===== config.mk =====
export PLATFORM = sky130hd
export DESIGN_NAME = ssp_unpack
export DESIGN_NICKNAME = d
export VERILOG_FILES = /design/src/rtl/ssp_unpack.sv
export SDC_FILE = /design/constraint.sdc
export NUM_CORES = 1
export LEC_CHECK = 0
export ABC_CLOCK_PERIOD_IN_PS = 1300
export CAP_MARGIN = 20
export CORE_MARGIN = 4
export CORE_UTILIZATION = 43
export DETAILED_ROUTE_END_ITERATION = 12
export GPL_ROUTABILITY_DRIVEN = 0
export PLACE_DENSITY = 0.76
export SYNTH_ARGS = -nofsm -noshare
export SYNTH_HDL_FRONTEND = slang
export SYNTH_SLANG_ARGS = --single-unit
export TNS_END_PERCENT = 1

===== constraint.sdc =====
create_clock -name clk -period 1.3 [get_ports clk]
set_input_delay 0.26 -clock clk [delete_from_list [all_inputs] [get_ports clk]]
set_output_delay 0.26 -clock clk [all_outputs]
set_load 0.005 [all_outputs]

===== src/rtl/ssp_unpack.sv =====
//------------------------------------------------------------------------------
// Module   : ssp_unpack
// Function : word-to-byte-stream unpacker with valid/ready handshake on both
//            sides; MSB first by default, LSB first with SSP_UNPACK_LSB_FIRST_EN.
// Revision : 1.0 - initial release
//------------------------------------------------------------------------------
`default_nettype none

module ssp_unpack #(
  parameter int BYTE_W    = 8,
  parameter int NUM_BYTES = 4,
  parameter int WORD_W    = BYTE_W * NUM_BYTES
) (
  input  logic              clk,
  input  logic              rst,
  input  logic              din_valid,
  output logic              din_ready,
  input  logic [WORD_W-1:0] din,
  output logic              dout_valid,
  input  logic              dout_ready,
  output logic [BYTE_W-1:0] dout,
  output logic              dout_last,
  output logic              busy
);

  localparam int              CNT_W    = (NUM_BYTES > 1) ? $clog2(NUM_BYTES) : 1;
  localparam logic [CNT_W-1:0] LAST_CNT = CNT_W'(NUM_BYTES - 1);

  typedef enum logic [0:0] {
    ST_IDLE = 1'b0,
    ST_SEND = 1'b1
  } state_e;

  state_e            state_q, state_d;
  logic [WORD_W-1:0] sreg_q, sreg_d;
  logic [CNT_W-1:0]  cnt_q, cnt_d;
  logic              dout_valid_q, dout_valid_d;

  logic              load;
  logic              fire;

  // The current byte always sits at the emitting end of the shift register.
`ifdef SSP_UNPACK_LSB_FIRST_EN
  assign dout = sreg_q[BYTE_W-1:0];
`else
  assign dout = sreg_q[WORD_W-1 -: BYTE_W];
`endif

  assign dout_valid = dout_valid_q;
  assign dout_last  = dout_valid_q & (cnt_q == LAST_CNT);
  assign busy       = (state_q == ST_SEND);
  assign din_ready  = ~rst & ((state_q == ST_IDLE) | (dout_valid_q & dout_ready & dout_last));
  assign load       = din_valid & din_ready;
  assign fire       = dout_valid_q & dout_ready;

  always_comb begin
    state_d      = state_q;
    sreg_d       = sreg_q;
    cnt_d        = cnt_q;
    dout_valid_d = dout_valid_q;
    if (load) begin
      // A load wins over the final-byte retire, giving back-to-back words.
      state_d      = ST_SEND;
      sreg_d       = din;
      cnt_d        = '0;
      dout_valid_d = 1'b1;
    end else if (fire) begin
      if (dout_last) begin
        state_d      = ST_IDLE;
        dout_valid_d = 1'b0;
      end else begin
`ifdef SSP_UNPACK_LSB_FIRST_EN
        sreg_d = {{BYTE_W{1'b0}}, sreg_q[WORD_W-1:BYTE_W]};
`else
        sreg_d = {sreg_q[WORD_W-BYTE_W-1:0], {BYTE_W{1'b0}}};
`endif
        cnt_d  = cnt_q + CNT_W'(1);
      end
    end
  end

  always_ff @(posedge clk) begin
    if (rst) begin
      state_q      <= ST_IDLE;
      sreg_q       <= '0;
      cnt_q        <= '0;
      dout_valid_q <= 1'b0;
    end else begin
      state_q      <= state_d;
      sreg_q       <= sreg_d;
      cnt_q        <= cnt_d;
      dout_valid_q <= dout_valid_d;
    end
  end

endmodule

`default_nettype wire


* Word level (Yosys, flattened, before mapping)
Cells that the tools add are included.
Word-level totals: flip-flop bits (word level) 35, logic and storage cells 27
Operators by class: add/subtract/negate cells 1, equality and inequality tests 2, muxes and demuxes 6, bitwise operators 9, reduce and logical (&&, ||, !) cells 6
Operators by type and width (count):
- $mux W32 | 3
- $reduce_and A2 Y1 | 3
- $and A1 B1 Y1 | 5
- $reduce_bool A2 Y1 | 2
- $mux W1 | 3
- $not A1 Y1 | 3
- $add A2 B1 Y2 const B | 1
- $eq A2 B2 Y1 const B | 1
- $ne A2 B1 Y1 const B | 1
- $reduce_or A2 Y1 | 1
- $or A1 B1 Y1 | 1

* Longest topological paths before layout
Gate-level depths: netlist of the first run.
depth in word-level cells 8, depth in mapped cells 6

* Worst setup path after synthesis of the first run
Ideal clock, no wire load.
path kind reg2reg, start reg cnt_q[0], end reg sreg_q[18], library setup time 91 ps, arrival time 1293 ps, data required time 1209 ps, setup slack -84 ps, cell stages (with the launch flop) 7, period minus slack after synthesis 1384 ps, path through dfxtp_1 ha_1 and3b_1 buf_6 buf_8 nand2_1 a311oi_1
On the way: cells in the longest elaborated chain, start to end 8, elaborated cells on any way between the ends 10, those cells by class 2 x eq/ne; 1 x mux; 5 x bitwise; 2 x reduce/logical
Ends and longest elaborated chain:
- start, declared | RTL line 36 | logic [CNT_W-1:0] cnt_q, cnt_d;
- start signal, assigned | RTL line 91 | cnt_q <= cnt_d;
- $eq A2 B2 Y1 * | RTL line 50 | assign dout_last = dout_valid_q & (cnt_q == LAST_CNT);
- $and A1 B1 Y1 * | RTL line 50
- $and A1 B1 Y1 | RTL line 52 | assign din_ready = ~rst & ((state_q == ST_IDLE) | (dout_valid_q & dout_ready & dout_last));
- $or A1 B1 Y1 | RTL line 52
- $and A1 B1 Y1 | RTL line 52
- $and A1 B1 Y1 | RTL line 53 | assign load = din_valid & din_ready;
- $ne A2 B1 Y1 (no source line) / $reduce_bool A2 Y1 (equally long branches)
- $reduce_and A2 Y1 (no source line)
- end signal, assigned | RTL line 90 | sreg_q <= sreg_d;
- end, declared | RTL line 35 | logic [WORD_W-1:0] sreg_q, sreg_d;
Mark *: on every way between the ends. The rest lies on a longest branch, timed or not. A chain may end at the register's enable or synchronous reset.

* Worst setup path after layout of the first run
start reg cnt_q[0], end out din_ready
On the way: cells in the longest elaborated chain, start to end 5
Ends and longest elaborated chain:
- $eq A2 B2 Y1 | RTL line 50
- $and A1 B1 Y1 | RTL line 50
- $and A1 B1 Y1 | RTL line 52
- $or A1 B1 Y1 | RTL line 52
- $and A1 B1 Y1 | RTL line 52
- end, declared | RTL line 17 | output logic din_ready,
Every way passes these cells.

==> results by group, run 1 <==
Outcome
  • Outcome: complete, but fails checks
  • Violated checks: setup timing

Critical path
  • Delay contributed by the slowest stage of the critical path: 0.34 ns
  • Data arrival time of the critical path: around 1.3 ns
  • Master of the slowest instance on the critical path: dfxtp_2
  • Data required time of the worst path: ~1.0 ns
  • Cell depth of the worst flop-to-flop path: 6
  • Slack of the worst reg-to-reg path: -0.17 ns
  • CP Cell Sequence: ha_4, buf_6, a21boi_4, nor2_2, buf_2
  • Worst Setup Start Kind: flop
  • CP bufs+invs: 2
  • Crit path capture type: output port
  • Worst reg2reg endpoint: sreg_q[11]$_SDFFE_PP0P_
  • Instance count on the critical path: 5
  • Top fanout value on the critical path: 3
  • Launching instance or port of the critical path: cnt_q[0]$_SDFFE_PP0P_
  • CP Class: reg -> out
  • Family of cells with the greatest summed delay on the critical path: flip-flops
  • Critical Path End: din_ready
  • Source of the worst register-to-register timing path: cnt_q[0]$_SDFFE_PP0P_

Floorplanning
  • IO Count: 48
  • Initial cell density of the core: around 46%
  • Die Y-Extent: between 70 and 80 um
  • Horizontal die dimension: between 70 and 80 um
  • Placeable core area: between 0.003 and 0.004 sq mm
  • Die area: between 0.005 and 0.006 sq mm
  • Rows: 22

Logic synthesis
  • Post-synthesis instance total: 202
  • Mapped Nets: approximately 240
  • Async S/R FF share, synth: 0%
  • Mean instance size in the synthesized netlist: between 8 and 9 sq um
  • Sequential area share after synthesis: 40.79%
  • Cell Area, Synth: ~0.0017 sq mm
  • Number of enable flip-flop cells after synthesis: 0
  • Dominant register cell in the synthesized netlist: dfxtp_1
  • Number of register bits inferred by synthesis: 35
  • Synthesis Warnings: 0
  • Netlist cell types: 26

Global route
  • Number of global-route vias before repair: 1509
  • All-Layer GR Usage: 16.44%
  • Number of antenna violations at the first check in global routing: 0
  • Total congestion overflow: 0
  • Largest net degree at the start of global routing: 35
  • First-pass GRT wire length: 6872 um

Pwr
  • Static leakage power: approximately 0.83 nW
  • Power density of the placed cells: between 1000 and 1500 mW/mm^2
  • Final Total Pwr: 0.002601 W
  • Maximum vdd ir drop: approximately 630 uV

CTS
  • H-tree lvl count: 2
  • TritonCTS clock tree: yes
  • Clock transition at path regs: 0.08 ns
  • Worst-case clock buffer depth: 2
  • Master cell of the clock root buffer: clkbuf_8
  • Clock sinks: 35
  • Later-pin clock latency in the skew report: ~0.29 ns
  • CTS Buf Count: 5
  • Post-cts hold buffer count: 0

Layout
  • Ant diodes: 0
  • Most frequent cells in the layout: nand2_1, clkdlybuf4s50_1, dfxtp_1
  • Fraction of final layout cells with drive strength greater than 1: between 20% and 30%
  • Commonest non-fill, non-tap cell in the layout: nand2_1
  • Finished Core Util: approximately 62%
  • Post-synthesis to final-layout area growth: 36.56%
  • Nets@finish: 277
  • Non-Filler Cell Area, Final: 0.002346 sq mm
  • Number of inserted filler cells in the final layout: 338

Route
  • Via count of the routed design: approximately 1.6k
  • Pre-antenna DRT Iters: 4
  • Remaining antenna violation count: 0
  • Total wire length: slightly above 4000 um
  • Routed wire per std cell: approximately 14 um
  • Vias per inst: 5.557
  • Number of DRC markers after the initial detailed-route iteration: between 150 and 200
  • Post-route DRC: 0

Job
  • Number of max-cap violations: 0

STA
  • FMAX: roughly 660 MHz
  • Share of the cycle needed by the critical path after routing: 117.0%
  • Final period demand of the worst path: 1.521 ns
  • Final setup violation count: 36
  • Post-layout worst setup margin: -0.2213 ns
  • Number of max-slew violations in the final report: 0
  • Worst clock skew: slightly above 0.009 ns
  • Worst relative slew slack: roughly three quarters
  • Worst slack on hold paths: roughly 0.48 ns
  • Measured slew at the worst slew-check pin: between 0.3 and 0.4 ns
  • Hold Violations, Final: 0
  • Unrepaired setup endpoints after global routing: yes

Placed design
  • Cell area after placement: ~0.0022 sq mm
  • # port buffers: 47
  • Post-DP HPWL: 2620 um
  • Placement-stage worst setup slack: -0.5402 ns

Min path
  • Worst min-delay path class: reg -> reg
stage by stage:
stage               cells  TNS [ns]
detailed placement    278    -15.78
CTS                   289    -5.963
global placement      278    -14.45
finish                289    -4.151
global route          289    -6.557
floorplan             202  -0.04676
final cells by class:
class                           count  area, sq um  area share (%)
Multi-Input combinational cell    137        869.6           37.07
Timing Repair Buffer               61        594.3           25.33
Sequential cell                    35        709.4           30.24
Clock inverter                      3        43.79           1.867
Tap cell                           48        60.06           2.560
Clock buffer                        5        68.82           2.933
state kept, by name (all words and copies together) (netlist names):
register    count
cnt_q           2
dout_valid      1
sreg_q         32
logic make-up (layout without fill, tap and decap cells):
group	count (synthesis)	count (layout)	share of synthesized area (%)
simple gates	92	92	24.11
compound gates	42	42	20.83
flops	35	35	40.79
buf+inv	30	69	12.45
fa+ha+maj	1	1	0.7282
xor+xnor	1	1	0.5099
mux	1	1	0.5827
worst register-to-register path, cell delays in order, from the launching register on:
cell and delay [ns]:
dfxtp_2 0.34, ha_4 0.16, buf_6 0.12, and3b_2 0.25, buf_12 0.17, nand2_1 0.08, a311oi_1 0.25
worst min-delay path by stage:
stage                                 start                 endpoint  slack, ns  depth (start not counted)
floorplan                         din_valid  dout_valid$_SDFFE_PP0P_       0.38                          2
global placement    sreg_q[21]$_SDFFE_PP0P_  sreg_q[21]$_SDFFE_PP0P_       0.47                          2
detailed placement  sreg_q[22]$_SDFFE_PP0P_  sreg_q[22]$_SDFFE_PP0P_       0.47                          2
CTS                 sreg_q[16]$_SDFFE_PP0P_  sreg_q[24]$_SDFFE_PP0P_       0.48                          2
global route        sreg_q[29]$_SDFFE_PP0P_  sreg_q[29]$_SDFFE_PP0P_       0.50                          2
finish              sreg_q[21]$_SDFFE_PP0P_  sreg_q[29]$_SDFFE_PP0P_       0.48                          2
report_power, final:
group / internal, W / switching (W) / leakage, nW
Sequential: 0.00114 / 0.0000335 / 0.290
Clock: 0.000571 / 0.000420 / 0.0581
Combinational: 0.000233 / 0.000203 / 0.480
Total: 0.00194 / 0.000656 / 0.827
synthesized netlist by cell type (all sizes together) (4+ instances only):
cell type	count	area share (%)
a21oi	8	2.3
a311oi	24	13
buf	24	11
clkbuf	6	1.3
dfxtp	35	41
nand2	49	11
nand3	8	2.3
nor2	4	0.87
nor3	26	7.6
o211ai	8	3.5
metal layers:
layer	vias up	track usage [%]	part of all wire [%]
li1	795	-	-
met1	745	22.39	45
met2	61	25.61	46
met3	5	5.398	8.0
met4	0	2.923	0.51
met5	-	0	0
repair_timing:
item	CTS	global route
pin swaps	3	26
cloned	0	0
buffers inserted	3	0
resized for setup	25	14
endpoints found under the setup margin	46	39
Note: power is estimated with default switching activity, not from simulation.
==> inputs of run 2 (changes only) <==
- ABC_CLOCK_PERIOD_IN_PS: 1300 -> 1800
- CORE_UTILIZATION: 43 -> 51
- CTS_CLUSTER_SIZE: unset -> 20
- PLACE_DENSITY: 0.76 -> 0.84
- clock period: 1.3 -> 1.8 ns (I/O delays scaled with it)
==> results by group, run 2 (synthesized netlist as in run 1, its figures left out) <==
STA
  • Final setup violation count: 0 (was 36)
  • FMAX: 602.6 MHz
  • Total Neg Setup Slack: 0 ns (was -4.151 ns)
  • Unrepaired setup endpoints after global routing: no (was yes)
  • Worst relative slew slack: 77.30% (was 76.00%)
  • Number of max-slew violations in the final report: 0 (unchanged)
  • Hold Violations, Final: 0 (unchanged)
  • Worst clock skew: 0.01085 ns (was 0.009295 ns)
  • Share of the cycle needed by the critical path after routing: about 92%
  • Final period demand of the worst path: ~1.7 ns
  • Measured slew at the worst slew-check pin: 0.3405 ns (was 0.3601 ns)
  • Post-layout worst setup margin: 0.1405 ns (was -0.2213 ns)

Pwr
  • Maximum vdd ir drop: 567.0 uV (was 632.8 uV)
  • Switching part of the total power: 24.52% (was 25.24%)
  • NetSw: 0.0004275 W (was 0.0006564 W)
  • Share of total power in combinational logic: 17.0% (was 16.8%)
  • Flop pwr share: 48.6% (was 45.1%)
  • Final Total Pwr: 0.001743 W (was 0.002601 W)
  • Internal Dissipation: 0.001316 W (was 0.001944 W)
  • Clock share of power: 34.3% (was 38.1%)
  • Power density of the placed cells: 781.0 mW/mm^2 (was 1108 mW/mm^2)
  • Static leakage power: 0.7530 nW (was 0.8273 nW)

Layout
  • Most frequent cells in the layout: nand2_1, clkdlybuf4s50_1, dfxtp_1 (unchanged)
  • Commonest non-fill, non-tap cell in the layout: nand2_1 (unchanged)
  • Nets@finish: 272 (was 277)
  • Ant diodes: 0 (unchanged)
  • Final standard cell count with taps included and fillers excluded: 280 (was 289)
  • Max FFs per register: 32 (unchanged)
  • Fraction of final layout cells with drive strength greater than 1: 11.44% (was 20.33%)
  • Total area of multi-input combinational cells: 815.8 sq um (was 869.6 sq um)
  • Footprint of the flip-flops and latches: 703.2 sq um (was 709.4 sq um)
  • Number of inserted filler cells in the final layout: 257 (was 338)
  • Finished Core Util: 71.36% (was 62.21%)
  • Post-synthesis to final-layout area growth: 29.93% (was 36.56%)
  • Largest register by flop count: sreg_q (unchanged)

Job
  • Number of max-cap violations: 0 (unchanged)

Floorplanning
  • Die area: 0.004361 sq mm (was 0.005070 sq mm)
  • IO Count: 48 (unchanged)
  • Placeable core area: 0.003128 sq mm (was 0.003771 sq mm)
  • Die Y-Extent: 66.04 um (was 71.21 um)
  • Rows: 20 (was 22)
  • Initial cell density of the core: 54.92% (was 45.55%)
  • Horizontal die dimension: 66.04 um (was 71.21 um)

Route
  • Post-route DRC: 0 (unchanged)
  • Number of DRC markers after the initial detailed-route iteration: 125 (was 157)
  • Remaining antenna violation count: 0 (unchanged)
  • Routed wire per std cell: 13.44 um (was 14.38 um)
  • Pre-antenna DRT Iters: 4 (unchanged)
  • Via count of the routed design: 1534 (was 1606)
  • Vias per inst: 5.479 (was 5.557)
  • Total wire length: 3764 um (was 4157 um)

CTS
  • H-tree lvl count: 2 (unchanged)
  • Later-pin clock latency in the skew report: 0.35 ns (was 0.29 ns)
  • Worst-case clock buffer depth: 2 (unchanged)
  • Master cell of the clock root buffer: clkbuf_4 (was clkbuf_8)
  • TritonCTS clock tree: yes (unchanged)
  • Clock sinks: 35 (unchanged)
  • CTS Buf Count: 5 (unchanged)
  • Clock transition at path regs: 0.10 ns (was 0.08 ns)
  • Postcts setup bufs: 0 (was 3)

Critical path
  • Master of the slowest instance on the critical path: dfxtp_2 (unchanged)
  • Data arrival time of the critical path: 1.30 ns (was 1.26 ns)
  • CP Class: reg -> out (unchanged)
  • CP Cell Sequence: ha_4, a21boi_4, nor2_1, dlygate4sd2_1 (was ha_4, buf_6, a21boi_4, nor2_2, buf_2)
  • Worst Setup Start Kind: flop (unchanged)
  • Top fanout value on the critical path: 5 (was 3)
  • Data required time of the worst path: 1.44 ns (was 1.04 ns)
  • Crit path capture type: output port (unchanged)
  • Delay contributed by the slowest stage of the critical path: 0.35 ns (was 0.34 ns)

Global route
  • All-Layer GR Usage: 18.40% (was 16.44%)
  • Total congestion overflow: 0 (unchanged)
  • Layer with the highest usage: met2 (unchanged)
  • Number of global-route vias before repair: 1423 (was 1509)
  • Global Route met1 Usage: 21.74% (was 22.39%)
  • First-pass GRT wire length: 6154 um (was 6872 um)
  • Number of antenna violations at the first check in global routing: 0 (unchanged)
  • Met3 Track Usage GR: 6.122% (was 5.398%)
  • Met2 track demand over resource: 31.04% (was 25.61%)
  • Largest net degree at the start of global routing: 35 (unchanged)

Placed design
  • # port buffers: 47 (unchanged)
  • Instance count after placement with tap cells included: 272 (was 278)
  • Post-DP HPWL: 2462 um (was 2620 um)
  • Placement-stage worst setup slack: -0.1118 ns (was -0.5402 ns)

Min path
  • Worst min-delay path class: reg -> reg (unchanged)

Outcome
  • Outcome: finished, final reports clean (was complete, but fails checks)
run 2: changes by cell type in the layout (fill, tap and decap cells not counted), sizes merged:
cell,before,now
buf,15,9
clkdlybuf4s50,34,44
clkinv,2,1
clkdlybuf4s15,1,0
dlygate4sd2,10,3
run 2: final cells by class:
cell class | instances | area share [%]
Clock buffer | 6 | 2.298
Clock inverter | 2 | 1.570
Multi-Input combinational cell | 137 | 36.55
Sequential cell | 35 | 31.50
Tap cell | 44 | 2.466
Timing Repair Buffer | 56 | 25.62
run 2: what timing repair did:
item / CTS / global route
setup endpoints to repair: 2 / 0
hold buffers: 0 / 0
resized for setup: 7 / 0
run 2: critical path: cells and delay by family, from the launching register on:
family	cells	cell delay, ns
flops	1	0.35
simple gates	1	0.05
fa+ha+maj	1	0.18
compound gates	1	0.13
buf+inv	1	0.25
run 2: metal layers:
| layer | routed length, um | part of all wire, % |
|---|---|---|
| met5 | 0 | 0 |
| met2 | 1755 | 47 |
| met3 | 295 | 7.8 |
| met4 | 47 | 1.2 |
| met1 | 1665 | 44 |
run 2: final timing paths:
kind | end | slack, ns | depth (start not counted) | from
hold reg to reg | sreg_q[26]$_SDFFE_PP0P_ | 0.48 | 2 | sreg_q[26]$_SDFFE_PP0P_
setup / recovery | din_ready | 0.14 | 4 | cnt_q[0]$_SDFFE_PP0P_
hold / removal | sreg_q[26]$_SDFFE_PP0P_ | 0.48 | 2 | sreg_q[26]$_SDFFE_PP0P_
setup reg to reg | sreg_q[14]$_SDFFE_PP0P_ | 0.35 | 5 | cnt_q[0]$_SDFFE_PP0P_
run 2: power groups by stage:
| stage | Sequential (W) | Clock [W] | Combinational [W] |
|---|---|---|---|
| floorplan | 0.000858 | 0 | 0.000180 |
| detailed placement | 0.000864 | 0 | 0.000297 |
| CTS | 0.000848 | 0.000605 | 0.000298 |
| global route | 0.000855 | 0.000640 | 0.000325 |
| global placement | 0.000862 | 0 | 0.000295 |
| finish | 0.000848 | 0.000598 | 0.000297 |
run 2: through the flow:
| step | hold WS (ns) | cell area, sq um |
|---|---|---|
| after detailed placement | 0.4758 | 2135 |
| after global placement | 0.4681 | 2135 |
| after floorplan | 0.4608 | 1718 |
| after global routing | 0.5046 | 2232 |
| after CTS | 0.4899 | 2232 |
| final | 0.4841 | 2232 |
